===== src/rtl/btn_led_ctrl.sv =====
// Pushbutton mode controller: synchronizes and debounces BTN, steps MODE on
// each accepted release, and drives LED as off/on/slow blink/fast blink.
// Optional feature macro: BTNLED_LONGPRESS_EN (a long press forces MODE to OFF).
module btn_led_ctrl #(
    parameter int unsigned DEB_CYCLES  = 160000,
    parameter int unsigned LONG_CYCLES = 8000000,
    parameter int unsigned SLOW_HALF   = 4000000,
    parameter int unsigned FAST_HALF   = 1000000
) (
    input  logic       CLK,
    input  logic       RESET_N,
    input  logic       BTN,
    output logic       LED,
    output logic [1:0] MODE,
    output logic       PRESS
);

    localparam int unsigned DEB_W  = $clog2(DEB_CYCLES + 1);
    localparam int unsigned PH_MAX = (SLOW_HALF > FAST_HALF) ? SLOW_HALF : FAST_HALF;
    localparam int unsigned PH_W   = $clog2(PH_MAX + 1);

    typedef enum logic [1:0] {
        MODE_OFF  = 2'd0,
        MODE_ON   = 2'd1,
        MODE_SLOW = 2'd2,
        MODE_FAST = 2'd3
    } mode_e;

    logic             sync1_q;
    logic             sync2_q;
    logic             deb_q;
    logic             deb_d;
    logic             deb_dly_q;
    logic [DEB_W-1:0] deb_cnt_q;
    logic [DEB_W-1:0] deb_cnt_d;
    mode_e            mode_q;
    mode_e            mode_d;
    logic             press_q;
    logic             press_d;
    logic [PH_W-1:0]  ph_q;
    logic [PH_W-1:0]  ph_d;
    logic             blink_q;
    logic             blink_d;
    logic             led_q;
    logic             led_d;
    logic             half_end_c;
    logic             release_c;
    logic             long_c;

    // Two-flop synchronizer for the asynchronous button input.
    always_ff @(posedge CLK or negedge RESET_N) begin
        if (!RESET_N) begin
            sync1_q <= 1'b0;
            sync2_q <= 1'b0;
        end else begin
            sync1_q <= BTN;
            sync2_q <= sync1_q;
        end
    end

    // Debounce: d follows s only after s has differed for DEB_CYCLES clocks.
    always_comb begin
        deb_d     = deb_q;
        deb_cnt_d = '0;
        if (sync2_q != deb_q) begin
            if (deb_cnt_q == DEB_W'(DEB_CYCLES - 1)) begin
                deb_d     = sync2_q;
                deb_cnt_d = '0;
            end else begin
                deb_cnt_d = deb_cnt_q + DEB_W'(1);
            end
        end
    end

    // Debounced state, its one-cycle delay for edge detection, and the counter.
    always_ff @(posedge CLK or negedge RESET_N) begin
        if (!RESET_N) begin
            deb_q     <= 1'b0;
            deb_dly_q <= 1'b0;
            deb_cnt_q <= '0;
        end else begin
            deb_q     <= deb_d;
            deb_dly_q <= deb_q;
            deb_cnt_q <= deb_cnt_d;
        end
    end

    // Release is the cycle after d falls.
    assign release_c = deb_dly_q & ~deb_q;

`ifdef BTNLED_LONGPRESS_EN
    localparam int unsigned HOLD_W = $clog2(LONG_CYCLES + 1);

    logic [HOLD_W-1:0] hold_q;
    logic [HOLD_W-1:0] hold_d;

    // Hold time of the debounced press, saturating at the long threshold.
    always_comb begin
        hold_d = '0;
        if (deb_q) begin
            hold_d = (hold_q == HOLD_W'(LONG_CYCLES)) ? hold_q : hold_q + HOLD_W'(1);
        end
    end

    // Hold counter register.
    always_ff @(posedge CLK or negedge RESET_N) begin
        if (!RESET_N) begin
            hold_q <= '0;
        end else begin
            hold_q <= hold_d;
        end
    end

    assign long_c = (hold_q == HOLD_W'(LONG_CYCLES));
`else
    assign long_c = 1'b0;
`endif

    // Mode state register and release pulse.
    always_ff @(posedge CLK or negedge RESET_N) begin
        if (!RESET_N) begin
            mode_q  <= MODE_OFF;
            press_q <= 1'b0;
        end else begin
            mode_q  <= mode_d;
            press_q <= press_d;
        end
    end

    // Next mode: short release steps forward, long release forces OFF.
    always_comb begin
        mode_d  = mode_q;
        press_d = 1'b0;
        if (release_c) begin
            press_d = 1'b1;
            if (long_c) begin
                mode_d = MODE_OFF;
            end else begin
                case (mode_q)
                    MODE_OFF:  mode_d = MODE_ON;
                    MODE_ON:   mode_d = MODE_SLOW;
                    MODE_SLOW: mode_d = MODE_FAST;
                    MODE_FAST: mode_d = MODE_OFF;
                    default:   mode_d = MODE_OFF;
                endcase
            end
        end
    end

    // Blink phase: restarts lit on every mode change so the first half is full.
    always_comb begin
        ph_d       = ph_q + PH_W'(1);
        blink_d    = blink_q;
        half_end_c = (mode_q == MODE_FAST) ? (ph_q == PH_W'(FAST_HALF - 1))
                                           : (ph_q == PH_W'(SLOW_HALF - 1));
        if (mode_d != mode_q) begin
            ph_d    = '0;
            blink_d = 1'b1;
        end else if (half_end_c) begin
            ph_d    = '0;
            blink_d = ~blink_q;
        end
        case (mode_q)
            MODE_OFF: led_d = 1'b0;
            MODE_ON:  led_d = 1'b1;
            default:  led_d = blink_q;
        endcase
    end

    // Blink phase and LED registers.
    always_ff @(posedge CLK or negedge RESET_N) begin
        if (!RESET_N) begin
            ph_q    <= '0;
            blink_q <= 1'b0;
            led_q   <= 1'b0;
        end else begin
            ph_q    <= ph_d;
            blink_q <= blink_d;
            led_q   <= led_d;
        end
    end

    assign LED   = led_q;
    assign MODE  = mode_q;
    assign PRESS = press_q;

endmodule


===== config.mk =====
export PLATFORM = sky130hd
export DESIGN_NAME = btn_led_ctrl
export DESIGN_NICKNAME = d
export VERILOG_FILES = /design/src/rtl/btn_led_ctrl.sv
export SDC_FILE = /design/constraint.sdc
export NUM_CORES = 1
export LEC_CHECK = 0
export CAP_MARGIN = 40
export CORE_UTILIZATION = 50
export DETAILED_ROUTE_END_ITERATION = 7
export PLACE_DENSITY = 0.67
export SLEW_MARGIN = 20
export SYNTH_ARGS = -nofsm -noshare
export SYNTH_HDL_FRONTEND = slang
export SYNTH_SLANG_ARGS = --single-unit

===== constraint.sdc =====
create_clock -name CLK -period 3.4 [get_ports CLK]
set_clock_uncertainty 0.2 [all_clocks]
set_input_delay 0.68 -clock CLK [delete_from_list [all_inputs] [get_ports CLK]]
set_output_delay 0.68 -clock CLK [all_outputs]
set_load 0.02 [all_outputs]

==> results of run 1 <==
==> layer usage <==
metal  track usage, %  vias to the layer above  wire length, µm
li1                 -                      890                -
met4             6.54                        0               35
met5                0                        -                0
met1             26.3                      839             2160
met2             29.5                       11             2050
met3             5.00                        4               82
==> flip-flops by register name, indices dropped and copies added, names as in the netlist <==
register and flops:
LED 1, deb_cnt_q 18, PRESS 1, MODE 2, deb_dly_q 1, sync2_q 1
sync1_q 1, deb_q 1, ph_q 22, blink_q 1
==> layout make-up <==
cell class	instances	area [µm²]
Fill cell	417	2030
Sequential cell	49	1230
Multi-Input combinational cell	173	1160
Timing Repair Buffer	11	92.6
Tap cell	67	83.8
Clock buffer	6	72.6
Inverter	11	41.3
Clock inverter	2	13.8
==> synth_stat cells (all sizes together), types with 4 or more instances <==
| library cell | n | area [µm²] |
|---|---|---|
| nand3 | 12 | 60.1 |
| nand4 | 10 | 62.6 |
| and3 | 7 | 43.8 |
| xnor2 | 11 | 96.3 |
| nand2 | 9 | 33.8 |
| nor2 | 16 | 60.1 |
| o21ai | 15 | 75.1 |
| and2 | 4 | 25.0 |
| nor3 | 14 | 70.1 |
| dfrtp | 49 | 1230 |
| clkbuf | 4 | 15.0 |
| and4 | 4 | 35.0 |
| a21oi | 5 | 25.0 |
| inv | 11 | 41.3 |
| a211oi | 9 | 67.6 |
| ha | 5 | 62.6 |
| xor2 | 12 | 105 |
| or3 | 13 | 82.6 |
==> power by group <==
part           internal, µW  switching (µW)  total (µW)
Clock                   147             191         338
Sequential              586            2.85         589
Combinational          6.49            18.7        25.2
Total                   739             212         952
==> through the flow <==
step / power [µW] / setup slack [ns]
6_report: 952 / 1.03
5_1_grt: 999 / 0.935
4_1_cts: 968 / 1.03
3_5_place_dp: 628 / 1.04
3_3_place_gp: 627 / 1.06
2_1_floorplan: 609 / 1.05
==> worst min path at each step <==
| stage | end | slack, ns | cells past startpoint |
|---|---|---|---|
| CTS | sync2_q$_DFF_PN0_ | 0.16 | 0 |
| global placement | sync2_q$_DFF_PN0_ | 0.14 | 0 |
| floorplan | sync2_q$_DFF_PN0_ | 0.13 | 0 |
| finish | sync2_q$_DFF_PN0_ | 0.15 | 0 |
| global route | sync2_q$_DFF_PN0_ | 0.17 | 0 |
| detailed placement | sync2_q$_DFF_PN0_ | 0.14 | 0 |
==> logic make-up (layout without fill, tap and decap cells) <==
group | after synthesis | count (layout) | synth area share (%)
DFF | 49 | 49 | 49.8
muxes | 3 | 3 | 1.32
xor gates and xnor gates | 23 | 23 | 8.18
and+or+nand+nor | 106 | 106 | 25.0
AOI/OAI and AO/OA | 36 | 36 | 9.76
buffers and inverters | 18 | 30 | 3.40
adders and majority gates | 5 | 5 | 2.54
==> qor.yml, run 1 <==
finalCritPeriodShare_pct: 69.8
dp_hpwl_mm: 3.03
place_area_mm2: 0.00260
cp_max_fo: 10
max_freq_ghz: 0.422
fin_util_pct: 56.9
fin_hold_ws_ns: 0.154
crit_arrival_ns: 2.41
clockRootBuffer: "clkbuf_8"
grt_max_degree: 27
synth-edff-count: 0
status: "finished, final reports clean"
final-setup-viol-count: 0
yosysSeqAreaShare_pct: 49.8
io_pins: 7
cp_top_family: "simple AND/OR/NAND/NOR gates"
postRouteAntennaNets: 0
start_util_pct: 52.1
fin_cells: 319
power.ir.vdd_worst_mv: 0.242
grt_pass1_wl_mm: 7.61
synth-main-ff-cell: "dfrtp_1"
wl_per_cell_um: 13.6
postCtsHoldBufs: 0
die_w_um: 72.2
nets: 259
worstSetupEndpoint: "blink_q$_DFFE_PN0P_"
htree_num_levels: 2
startpoint: "ph_q[15]$_DFF_PN0_"
critPathBufInv: 1
reg2reg_to: "blink_q$_DFFE_PN0P_"
layout_common_cells: "49 x dfrtp_1, 16 x nor2_1, 14 x o21ai_0, 14 x nor3_1"
path_depth: 5
place.gp.congestion: 0.748
reg2reg_slack_ns: 1.03
clk_pin_slew_worst_paths_ns: 0.09
synthCells: 240
async_flop_share_pct: 100
tns_ns: 0
r2r_cells: 5
numPortBuffers: 6
cts_sinks: 49
antenna_found_initial: 0
end_kind: "register"
final_common_cell: "dfrtp_1"
syn_area_per_cell_um2: 10.3
worstPathRequired_ns: 3.43
antenna_cells: 0
synth_cell_types: 42
stdcell_area_mm2: 0.00269
worst-slew-pin-transition_ns: 0.595
drv_cap: 0
synth_fp_nets: 248
cts_resized: 0
rows: 25
die_area_mm2: 0.00521
clock_path_buffers: 2
yosysWarnings: 0
hold_class: "reg -> reg"
grt_pass1_vias: 1628
timing.rr.start: "ph_q[15]$_DFF_PN0_"
clock_latency_ns: 0.30
start_kind: "register"
dp.cells: 311
numCtsBuffers: 5
path_cells: "or4_1 > or4b_4 > a2111oi_4 > buf_4 > mux2i_1"
die_h_um: 72.2
cts_setup_buffers: 0
drt-total-wl_mm: 4.33
period_minus_slack_ns: 2.37
viasPerCell: 5.47
hp-start: "sync1_q$_DFF_PN0_"
hold_viol: 0
drv_slew: 0
rsz0062_at_grt: "no"
coreArea_mm2: 0.00472
vias: 1744
slew_headroom_pct: 60.3
grt_overflow: 0
drive_above_1_share_pct: 9.52
grt_usage_pct: 19.1
syn2layout_area_growth_pct: 9.20
cts_tree: "yes"
drtIter0Drc: 63
critPathKind: "reg -> reg"
leakagePower_uw: 0.00110
synth_area_mm2: 0.00246
drcViolationCount: 0
worst_path_max_delay_cell: "or4b_4"
power.density_mw_per_mm2: 354
synth_seq_cells: 49
dr.pass1.iters: 4
cpPeakStageDelay_ns: 0.54
Note: power is estimated with default switching activity, not from simulation.
==> run 2, diff against run 1 <==
PLACE_DENSITY = 0.69   (was 0.67)
clock period = 1.9 ns   (was 3.4 ns; I/O delays follow)
==> run 2 against run 1 <==
- the flow now finishes with violations (negative setup slack)
- clock-buffer cell count fell by 1
- maximum frequency rose by 1.6%
- combinational power rose by 120%
- sequential power rose by 78%
- total power rose by 81%
- hold slack got worse by 0.011 ns
- routed wire length rose by 4.9%
- utilization rose by 6.9 points
- critical path type unchanged
==> qor.yml, run 2 (synthesis gave the netlist of run 1 again) <==
status: "finished, violations left"
failed_checks: "negative setup slack"
crit_arrival_ns: 2.36
rsz0062_at_grt: "yes"
postRouteAntennaNets: 0
worstPathRequired_ns: 1.93
drt-total-wl_mm: 4.54
vias: 1887
die_area_mm2: 0.00521
final_common_cell: "dfrtp_1"
end_kind: "register"
max_freq_ghz: 0.428
cts_sinks: 49
layout_common_cells: "48 x dfrtp_1, 40 x buf_4, 16 x nor2_1"
drive_above_1_share_pct: 23.4
antenna_found_initial: 0
io_pins: 7
hold_class: "reg -> reg"
die_h_um: 72.2
cp_max_fo: 11
slew_headroom_pct: 80.8
grt_pass1_wl_mm: 7.93
numPortBuffers: 6
htree_num_levels: 2
syn2layout_area_growth_pct: 22.5
grt_max_degree: 50
final-setup-viol-count: 23
drv_cap: 0
timing.rr.start: "ph_q[15]$_DFF_PN0_"
drv_slew: 0
start_kind: "register"
leakagePower_uw: 0.00131
grt_pass1_vias: 1753
period_minus_slack_ns: 2.34
antenna_cells: 0
power.density_mw_per_mm2: 573
fin_hold_ws_ns: 0.142
die_w_um: 72.2
grt_overflow: 0
hold-path-cell-count: 0
critPathKind: "reg -> reg"
setup_slack_ns: -0.435
place.gp.congestion: 0.767
r2r_cells: 5
grt_usage_pct: 19.6
numCtsBuffers: 5
drtIter0Drc: 61
drcViolationCount: 0
coreArea_mm2: 0.00472
hp-start: "sync1_q$_DFF_PN0_"
clockRootBuffer: "clkbuf_8"
largest_reg_flops: 22
worst-slew-pin-transition_ns: 0.284
hold_viol: 0
reg2reg_slack_ns: -0.44
clock_path_buffers: 2
cts_tree: "yes"
dp_hpwl_mm: 3.31
clock_latency_ns: 0.31
clk_pin_slew_worst_paths_ns: 0.10
min_delay_worst_endpoint: "sync2_q$_DFF_PN0_"
regMostFlops: "ph_q"
power.ir.vdd_worst_mv: 0.373
dr.pass1.iters: 4
nets: 297
rows: 25
start_util_pct: 52.1
reg2reg_to: "blink_q$_DFFE_PN0P_"
viasPerCell: 5.29
finalCritPeriodShare_pct: 123
dp_slack_ns: -0.465
wl_per_cell_um: 12.7
==> run 2: cell types whose count changed in the layout (fill, tap and decap cells not counted), moves of 2 or more <==
cell             before  now
clkinv_4              0    2
nor3_1               14   12
nor3_2                0    2
clkdlybuf4s50_1       5    3
dlygate4sd2_1         0    2
buf_4                 5   40
==> run 2: routing by layer <==
metal / wire (µm) / share of wire, % / track usage [%]
met1: 2250 / 50 / 26.2
met3: 92 / 2.0 / 4.31
met4: 84 / 1.9 / 7.19
met5: 0 / 0 / 0
met2: 2110 / 47 / 31.5
==> run 2: worst max-delay path by stage <==
| stage | start | slack [ns] | to | cells after the start |
|---|---|---|---|---|
| after detailed placement | ph_q[15]$_DFF_PN0_ | -0.46 | blink_q$_DFFE_PN0P_ | 5 |
| after global placement | ph_q[15]$_DFF_PN0_ | -0.41 | blink_q$_DFFE_PN0P_ | 5 |
| final | ph_q[15]$_DFF_PN0_ | -0.44 | blink_q$_DFFE_PN0P_ | 5 |
| after CTS | ph_q[15]$_DFF_PN0_ | -0.46 | blink_q$_DFFE_PN0P_ | 5 |
| after global routing | ph_q[15]$_DFF_PN0_ | -0.54 | blink_q$_DFFE_PN0P_ | 5 |
| after floorplan | ph_q[15]$_DFF_PN0_ | -0.43 | ph_q[10]$_DFF_PN0_ | 5 |
==> run 2: worst max-delay path, cell delays in order (launching register included) <==
cell and delay, ns:
dfrtp_1 0.38, or4_1 0.51, or4b_4 0.53, a2111oi_4 0.24
buf_6 0.20, mux2i_1 0.19
==> run 2: timing repair <==
item | CTS | global route
hold buffers | 1 | 0
endpoints found under the setup margin | 25 | 25
endpoints found under the hold margin | 49 | 0
setup buffers | 0 | 1
gates resized for setup | 3 | 1
==> run 2: per-stage QoR <==
step | instances | utilization, % | cell area (µm²) | setup TNS (ns) | total power [µW]
floorplan | 240 | - | 2490 | -9.40 | 1090
global placement | 347 | 61.5 | 2910 | -7.93 | 1130
detailed placement | 347 | 61.5 | 2910 | -8.62 | 1130
CTS | 356 | 63.7 | 3010 | -9.19 | 1750
global route | 357 | 63.9 | 3020 | -11.05 | 1800
finish | 357 | 63.9 | 3020 | -8.89 | 1730
==> run 2: layout make-up <==
type                    instances  area, µm²
clock buffers                   5       68.8
clock inverters                 3       22.5
fillers                       385       1710
inverters                      11       41.3
multi-input cells             173       1180
flip-flops and latches         49       1230
well taps                      67       83.8
repair buffers                 49        394
==> run 2: power breakdown <==
part	switching (µW)	total, µW	leakage, µW	internal, µW
sequential	3.97	1050	0.000662	1050
combinational	36.1	56.5	0.000602	20.4
clock	356	618	0.0000481	261
total	397	1730	0.00131	1330
